**src/rtl/vadd_float_ctrl_pkg.sv**
```systemverilog
// rtl/vadd_float_ctrl_pkg.sv - register map, CTRL bit positions and FSM state types for vadd_float_ctrl_regs
package vadd_float_ctrl_pkg;

    localparam logic [5:0] ADDR_CTRL    = 6'h00;
    localparam logic [5:0] ADDR_GIE     = 6'h04;
    localparam logic [5:0] ADDR_IER     = 6'h08;
    localparam logic [5:0] ADDR_ISR     = 6'h0C;
    localparam logic [5:0] ADDR_SCALAR  = 6'h10;
    localparam logic [5:0] ADDR_PTR_LO  = 6'h18;
    localparam logic [5:0] ADDR_PTR_HI  = 6'h1C;

    localparam int CTRL_AP_START     = 0;
    localparam int CTRL_AP_DONE      = 1;
    localparam int CTRL_AP_IDLE      = 2;
    localparam int CTRL_AP_READY     = 3;
    localparam int CTRL_AUTO_RESTART = 7;

    localparam int ISR_DONE  = 0;
    localparam int ISR_READY = 1;

    // WRRESET/RDRESET hold the ready outputs low for the cycle reset is released
    typedef enum logic [1:0] {WRRESET, WRIDLE, WRDATA, WRRESP} wr_state_t;
    typedef enum logic [1:0] {RDRESET, RDIDLE, RDDATA} rd_state_t;

    // Byte-lane merge of a write beat into an existing 32-bit register
    function automatic logic [31:0] byte_merge(input logic [31:0] old_val,
                                               input logic [31:0] new_val,
                                               input logic [3:0]  strb);
        logic [31:0] res;
        res = old_val;
        for (int i = 0; i < 4; i++) begin
            if (strb[i]) res[i*8 +: 8] = new_val[i*8 +: 8];
        end
        return res;
    endfunction

endpackage

```
**src/rtl/vadd_float_ctrl_regs.sv**
```systemverilog
// rtl/vadd_float_ctrl_regs.sv - AXI4-Lite control slave driving the vadd_float kernel start/arguments
module vadd_float_ctrl_regs
    import vadd_float_ctrl_pkg::*;
#(
    parameter int C_S_AXI_ADDR_WIDTH = 6,
    parameter int C_S_AXI_DATA_WIDTH = 32
) (
    input  logic                            ap_clk,
    input  logic                            areset,
    input  logic                            s_axi_control_awvalid,
    output logic                            s_axi_control_awready,
    input  logic [C_S_AXI_ADDR_WIDTH-1:0]   s_axi_control_awaddr,
    input  logic                            s_axi_control_wvalid,
    output logic                            s_axi_control_wready,
    input  logic [C_S_AXI_DATA_WIDTH-1:0]   s_axi_control_wdata,
    input  logic [C_S_AXI_DATA_WIDTH/8-1:0] s_axi_control_wstrb,
    output logic                            s_axi_control_bvalid,
    input  logic                            s_axi_control_bready,
    output logic [1:0]                      s_axi_control_bresp,
    input  logic                            s_axi_control_arvalid,
    output logic                            s_axi_control_arready,
    input  logic [C_S_AXI_ADDR_WIDTH-1:0]   s_axi_control_araddr,
    output logic                            s_axi_control_rvalid,
    input  logic                            s_axi_control_rready,
    output logic [C_S_AXI_DATA_WIDTH-1:0]   s_axi_control_rdata,
    output logic [1:0]                      s_axi_control_rresp,
    output logic                            interrupt,
    output logic                            ap_start,
    input  logic                            ap_done,
    input  logic                            ap_idle,
    input  logic                            ap_ready,
    output logic [31:0]                     scalar00,
    output logic [63:0]                     axi00_ptr0
);

    wr_state_t   r_wstate;
    rd_state_t   r_rstate;
    logic        r_awready;
    logic        r_wready;
    logic        r_bvalid;
    logic        r_arready;
    logic        r_rvalid;
    logic [31:0] r_rdata;
    logic [5:0]  r_waddr;

    logic        r_ap_start;
    logic        r_auto_restart;
    logic        r_done;
    logic        r_gie;
    logic [1:0]  r_ier;
    logic [1:0]  r_isr;
    logic [31:0] r_scalar;
    logic [31:0] r_ptr_lo;
    logic [31:0] r_ptr_hi;

    logic        w_wr_hs;
    logic        w_ar_hs;
    logic [5:0]  w_raddr;
    logic        w_wr_ctrl;
    logic        w_wr_gie;
    logic        w_wr_ier;
    logic        w_wr_isr;
    logic        w_wr_scalar;
    logic        w_wr_ptr_lo;
    logic        w_wr_ptr_hi;
    logic [1:0]  w_isr_tog;
    logic [1:0]  w_isr_set;
    logic [31:0] w_ctrl;
    logic [31:0] w_rdata;
    logic        w_unused_addr_lsbs;

    // Word-aligned decode; the two byte-offset bits carry no meaning
    assign w_unused_addr_lsbs = ^{s_axi_control_awaddr[1:0], s_axi_control_araddr[1:0]};

    assign w_wr_hs     = r_wready & s_axi_control_wvalid;
    assign w_ar_hs     = r_arready & s_axi_control_arvalid;
    assign w_raddr     = {s_axi_control_araddr[5:2], 2'b00};
    assign w_wr_ctrl   = w_wr_hs && (r_waddr == ADDR_CTRL);
    assign w_wr_gie    = w_wr_hs && (r_waddr == ADDR_GIE);
    assign w_wr_ier    = w_wr_hs && (r_waddr == ADDR_IER);
    assign w_wr_isr    = w_wr_hs && (r_waddr == ADDR_ISR);
    assign w_wr_scalar = w_wr_hs && (r_waddr == ADDR_SCALAR);
    assign w_wr_ptr_lo = w_wr_hs && (r_waddr == ADDR_PTR_LO);
    assign w_wr_ptr_hi = w_wr_hs && (r_waddr == ADDR_PTR_HI);

    // Kernel events are latched only when enabled; a same-cycle set overrides the host toggle
    assign w_isr_tog = (w_wr_isr && s_axi_control_wstrb[0]) ? s_axi_control_wdata[1:0] : 2'b00;
    assign w_isr_set = {ap_ready & r_ier[ISR_READY], ap_done & r_ier[ISR_DONE]};

    // Write channel FSM: address phase, data phase, response phase
    always_ff @(posedge ap_clk) begin
        if (areset) begin
            r_wstate  <= WRRESET;
            r_awready <= 1'b0;
            r_wready  <= 1'b0;
            r_bvalid  <= 1'b0;
            r_waddr   <= '0;
        end else begin
            case (r_wstate)
                WRRESET: begin
                    r_wstate  <= WRIDLE;
                    r_awready <= 1'b1;
                end
                WRIDLE: begin
                    if (s_axi_control_awvalid && r_awready) begin
                        r_waddr   <= {s_axi_control_awaddr[5:2], 2'b00};
                        r_wstate  <= WRDATA;
                        r_awready <= 1'b0;
                        r_wready  <= 1'b1;
                    end
                end
                WRDATA: begin
                    if (w_wr_hs) begin
                        r_wstate <= WRRESP;
                        r_wready <= 1'b0;
                        r_bvalid <= 1'b1;
                    end
                end
                WRRESP: begin
                    if (s_axi_control_bready) begin
                        r_wstate  <= WRIDLE;
                        r_bvalid  <= 1'b0;
                        r_awready <= 1'b1;
                    end
                end
                default: begin
                    r_wstate  <= WRIDLE;
                    r_awready <= 1'b1;
                    r_wready  <= 1'b0;
                    r_bvalid  <= 1'b0;
                end
            endcase
        end
    end

    // CTRL view: done comes from the latch, idle/ready are the live kernel inputs
    always_comb begin
        w_ctrl                    = '0;
        w_ctrl[CTRL_AP_START]     = r_ap_start;
        w_ctrl[CTRL_AP_DONE]      = r_done;
        w_ctrl[CTRL_AP_IDLE]      = ap_idle;
        w_ctrl[CTRL_AP_READY]     = ap_ready;
        w_ctrl[CTRL_AUTO_RESTART] = r_auto_restart;
    end

    // Read data mux; unmapped offsets read as zero
    always_comb begin
        w_rdata = '0;
        case (w_raddr)
            ADDR_CTRL:   w_rdata = w_ctrl;
            ADDR_GIE:    w_rdata = {31'b0, r_gie};
            ADDR_IER:    w_rdata = {30'b0, r_ier};
            ADDR_ISR:    w_rdata = {30'b0, r_isr};
            ADDR_SCALAR: w_rdata = r_scalar;
            ADDR_PTR_LO: w_rdata = r_ptr_lo;
            ADDR_PTR_HI: w_rdata = r_ptr_hi;
            default:     w_rdata = '0;
        endcase
    end

    // Read channel FSM: capture data at the AR handshake and hold it until accepted
    always_ff @(posedge ap_clk) begin
        if (areset) begin
            r_rstate  <= RDRESET;
            r_arready <= 1'b0;
            r_rvalid  <= 1'b0;
            r_rdata   <= '0;
        end else begin
            case (r_rstate)
                RDRESET: begin
                    r_rstate  <= RDIDLE;
                    r_arready <= 1'b1;
                end
                RDIDLE: begin
                    if (w_ar_hs) begin
                        r_rdata   <= w_rdata;
                        r_rstate  <= RDDATA;
                        r_arready <= 1'b0;
                        r_rvalid  <= 1'b1;
                    end
                end
                RDDATA: begin
                    if (s_axi_control_rready) begin
                        r_rstate  <= RDIDLE;
                        r_rvalid  <= 1'b0;
                        r_arready <= 1'b1;
                    end
                end
                default: begin
                    r_rstate  <= RDIDLE;
                    r_arready <= 1'b1;
                    r_rvalid  <= 1'b0;
                end
            endcase
        end
    end

    // Control/status state: start handshake, done latch, interrupt enables and status
    always_ff @(posedge ap_clk) begin
        if (areset) begin
            r_ap_start     <= 1'b0;
            r_auto_restart <= 1'b0;
            r_done         <= 1'b0;
            r_gie          <= 1'b0;
            r_ier          <= '0;
            r_isr          <= '0;
        end else begin
            if (w_wr_ctrl && s_axi_control_wstrb[0]) begin
                r_auto_restart <= s_axi_control_wdata[CTRL_AUTO_RESTART];
            end
            // Host can only set start; the kernel's ready pulse retires it
            if (w_wr_ctrl && s_axi_control_wstrb[0] && s_axi_control_wdata[CTRL_AP_START]) begin
                r_ap_start <= 1'b1;
            end else if (ap_ready && !r_auto_restart) begin
                r_ap_start <= 1'b0;
            end
            if (ap_done) begin
                r_done <= 1'b1;
            end else if (w_ar_hs && (w_raddr == ADDR_CTRL)) begin
                r_done <= 1'b0;
            end
            if (w_wr_gie && s_axi_control_wstrb[0]) r_gie <= s_axi_control_wdata[0];
            if (w_wr_ier && s_axi_control_wstrb[0]) r_ier <= s_axi_control_wdata[1:0];
            r_isr <= (r_isr ^ w_isr_tog) | w_isr_set;
        end
    end

    // Kernel argument registers, byte-writable
    always_ff @(posedge ap_clk) begin
        if (areset) begin
            r_scalar <= '0;
            r_ptr_lo <= '0;
            r_ptr_hi <= '0;
        end else begin
            if (w_wr_scalar) r_scalar <= byte_merge(r_scalar, s_axi_control_wdata, s_axi_control_wstrb);
            if (w_wr_ptr_lo) r_ptr_lo <= byte_merge(r_ptr_lo, s_axi_control_wdata, s_axi_control_wstrb);
            if (w_wr_ptr_hi) r_ptr_hi <= byte_merge(r_ptr_hi, s_axi_control_wdata, s_axi_control_wstrb);
        end
    end

    assign s_axi_control_awready = r_awready;
    assign s_axi_control_wready  = r_wready;
    assign s_axi_control_bvalid  = r_bvalid;
    assign s_axi_control_bresp   = 2'b00;
    assign s_axi_control_arready = r_arready;
    assign s_axi_control_rvalid  = r_rvalid;
    assign s_axi_control_rdata   = r_rdata;
    assign s_axi_control_rresp   = 2'b00;
    assign interrupt             = r_gie & (|r_isr);
    assign ap_start              = r_ap_start;
    assign scalar00              = r_scalar;
    assign axi00_ptr0            = {r_ptr_hi, r_ptr_lo};

endmodule

```
**config.mk**
```make
export PLATFORM = sky130hd
export DESIGN_NAME = vadd_float_ctrl_regs
export DESIGN_NICKNAME = d
export VERILOG_FILES = /design/src/rtl/vadd_float_ctrl_pkg.sv /design/src/rtl/vadd_float_ctrl_regs.sv
export SDC_FILE = /design/constraint.sdc
export NUM_CORES = 1
export LEC_CHECK = 0
export CAP_MARGIN = 15
export CORE_MARGIN = 10
export CORE_UTILIZATION = 45
export DETAILED_ROUTE_END_ITERATION = 6
export PLACE_DENSITY = 0.78
export SYNTH_ARGS = -nofsm -noshare
export SYNTH_HDL_FRONTEND = slang
export SYNTH_SLANG_ARGS = --single-unit
export TNS_END_PERCENT = 10
```
**constraint.sdc**
```tcl
create_clock -name ap_clk -period 1.6 [get_ports ap_clk]
set_input_delay 0.24 -clock ap_clk [delete_from_list [all_inputs] [get_ports ap_clk]]
set_output_delay 0.24 -clock ap_clk [all_outputs]
set_load 0.03 [all_outputs]
```
==> impl_metrics.yaml <==
cts:
  cts.sinks: 148
  h-tree-depth: 4
  cts-root-buf: "clkbuf_16"
  clk_pin_slew_worst_paths_ns: 0.06
  cts_tree: "built"
  cts_buffer_depth: 2
  worstSkewPairLatency_ns: 0.42
  cts_made_buffers: 17
grt:
  track_usage_pct: 20.2
  grt_max_degree: 83
  overflow: 0
  antenna_found_initial: 0
  grt_pass1_wl_mm: 31.7
  grt_pass1_vias: 5798
route:
  wirelength_mm: 20.1
  first_iter_violations: 313
  dr_total_vias: 5649
  via_per_inst: 5.33
  drtAntennaViolNets: 0
  remaining_drc_errors: 0
  wl_per_cell_um: 19.0
  firstDrtPassIters: 4
setup_path:
  rr_startpoint: "r_waddr[5]"
  cp.required_ns: 1.89
  cp.arrival_ns: 1.82
  rrSetupSlack_ns: 0.06
  path_cells: "and4b_2 > buf_12 > buf_6 > nand3_4 > mux2i_1 > nor2_1"
  crit_slowest_cell: "and4b_2"
  timing.rr.end: "scalar00[11]"
  cp_slowest_stage_delay_ns: 0.35
  worst_setup_path_end_kind: "flop"
  criticalPathCategory: "reg -> reg"
  r2r.worst_path.cells: 6
  critPathMaxFanout: 8
  start_kind: "flop"
timing:
  slew_viol_final: 0
  setup_viol: 0
  fin_skew_ns: 0.00690
  hold_viol: 0
  period_needed_ns: 1.54
  fmax_ghz: 0.651
  period_share_pct: 96.0
  setup_ws_ns: 0.0648
  fin_hold_ws_ns: 0.340
  rsz0062_at_grt: "true"
layout:
  layout_commonest_cell: "dfxtp_1"
  final_cell_mix: "dfxtp_1 (147), nor2_1 (146), mux2i_1 (139)"
  layout-drive-gt1-share_pct: 12.3
  nets: 929
  area_delta_synth_final_pct: 46.0
  fin_area_mm2: 0.00925
  antennaDiodeCount: 0
  instances_no_fill: 1060
run:
  cap_violations: 0
die:
  coreArea_mm2: 0.0138
  num_io_pins: 197
  start_util_pct: 45.8
  die_w_um: 139
  dieArea_mm2: 0.0192
  die_h_um: 139
  num_rows: 43
synth:
  synth-xor-area-share_pct: 0.276
  synth_compound_area_share_pct: 9.54
  yosys_warnings: 0
  syn_area_mm2: 0.00634
  yosys.area_share.simple_pct: 15.2
  yosysTopAreaCellShare_pct: 46.8
  synth_top_family_by_area: "multiplexers"
  ys_ff_latch: 148
  muxShareOfSynthArea_pct: 22.1
  synth_cell_types: 44
  yosysTopAreaCell: "dfxtp_1"
  yosys.area_share.adder_pct: 0.790
  async_flop_share_pct: 0
  synth_cells: 646
  ys_top_cells_by_area: "dfxtp_1 (47%), mux2i_1 (22%), nor2_1 (8.7%)"
  seq_area_frac_synth_pct: 46.8
  synth_top_flop_cell: "dfxtp_1"
  syn-mean-instance-area_um2: 9.81
  synth-edff-count: 0
worst_hold_path:
  hold_path_depth: 3
  worstHoldStart: "areset"
  hold_end: "r_ptr_hi[4]"
  hold_class: "in -> reg"
placed_design:
  globalplace.congestion: 0.837
  placedCellCount: 1023
  dp.final_hpwl_mm: 14.4
  place_worst_setup_slack_ns: -0.324
  placed_cell_area_mm2: 0.00870
  portBuffers: 188
power_and_ir_drop:
  power_density_mw_per_mm2: 983
  vdd_drop_max_mv: 0.644
  finalPower_w: 0.00909
  leakagePower_nw: 4.78
run_status:
  outcome: "finished clean"
==> logic make-up (layout without fill, tap and decap cells) <==
group / count (synthesis) / in the layout
xor gates and xnor gates: 2 / 2
muxes: 140 / 140
DFF: 148 / 148
and+or+nand+nor: 190 / 190
other: 1 / 4
buffers and inverters: 74 / 305
AOI/OAI and AO/OA: 87 / 87
adders and majority gates: 4 / 4
==> layout make-up <==
class / instances / area, um^2
Clock buffer: 25 / 515
Clock inverter: 7 / 141
Fill cell: 1152 / 4570
Inverter: 32 / 120
Multi-Input combinational cell: 427 / 3060
Sequential cell: 148 / 2970
Tap cell: 180 / 225
Timing Repair Buffer: 241 / 2220
==> Yosys cell counts, drive strengths merged, types with 2 or more instances <==
| master | count |
|---|---|
| dfxtp | 148 |
| nor2 | 148 |
| mux2i | 139 |
| a21oi | 36 |
| inv | 32 |
| o32ai | 28 |
| buf | 21 |
| clkbuf | 21 |
| nand3 | 11 |
| nand2 | 9 |
| o2bb2ai | 5 |
| a221oi | 4 |
| ha | 4 |
| nand4 | 4 |
| nor3 | 4 |
| a31oi | 3 |
| nor2b | 3 |
| or3 | 3 |
| a211oi | 2 |
| a311oi | 2 |
| nor3b | 2 |
| nor4b | 2 |
| o21ai | 2 |
| xnor2 | 2 |
==> critical path: cells and delay by family (launching register included) <==
family        cells  cell delay [ns]
buf+inv           2             0.26
flops             1             0.31
mux               1             0.24
simple gates      3             0.59
==> what timing repair did <==
action | 4_1_cts | 5_1_grt
gates cloned | 0 | 1
pin swaps | 0 | 2
setup endpoints to repair | 135 | 26
resized for setup | 136 | 5
hold buffers | 0 | 0
buffers inserted | 0 | 4
==> worst max path at each step <==
stage	from	end	cells past startpoint
after floorplan	s_axi_control_wready	r_ptr_hi[2]	6
after global placement	s_axi_control_araddr[5]	s_axi_control_rdata[12]	6
after CTS	r_isr[1]	interrupt	2
after detailed placement	s_axi_control_wvalid	r_ptr_lo[12]	7
after global routing	r_waddr[5]	scalar00[30]	6
final	r_waddr[5]	scalar00[11]	6
==> metal layers <==
layer	routed length [um]	up-vias	GRT usage [%]	part of all wire [%]
met3	1690	32	7.81	8.4
met1	8240	2720	23.0	41
met5	0	-	0	0
met4	360	0	6.75	1.8
met2	9810	205	34.1	49
li1	-	2692	-	-
==> metrics by stage <==
stage,utilization [%],TNS (ns)
final,66.9,0
after global routing,66.9,-0.00453
after CTS,66.5,0
after detailed placement,62.9,-33.26
after global placement,62.9,-29.47
after floorplan,-,0
==> state kept, by name (all words and copies together), names as in the netlist <==
| register | flops |
|---|---|
| r_ptr_hi | 32 |
| r_ptr_lo | 32 |
| s_axi_control_rdata | 32 |
| scalar00 | 32 |
| r_waddr | 4 |
| r_ier | 2 |
| r_isr | 2 |
| r_rstate | 2 |
| r_wstate | 2 |
| ap_start | 1 |
| r_auto_restart | 1 |
| r_done | 1 |
| r_gie | 1 |
| s_axi_control_awready | 1 |
| s_axi_control_bvalid | 1 |
| s_axi_control_rvalid | 1 |
| s_axi_control_wready | 1 |
==> report_power, final <==
part | switching (W) | internal, W
sequential | 0.0000571 | 0.00375
combinational | 0.000504 | 0.000435
clock | 0.00149 | 0.00286
Note: power is estimated with default switching activity, not from simulation.
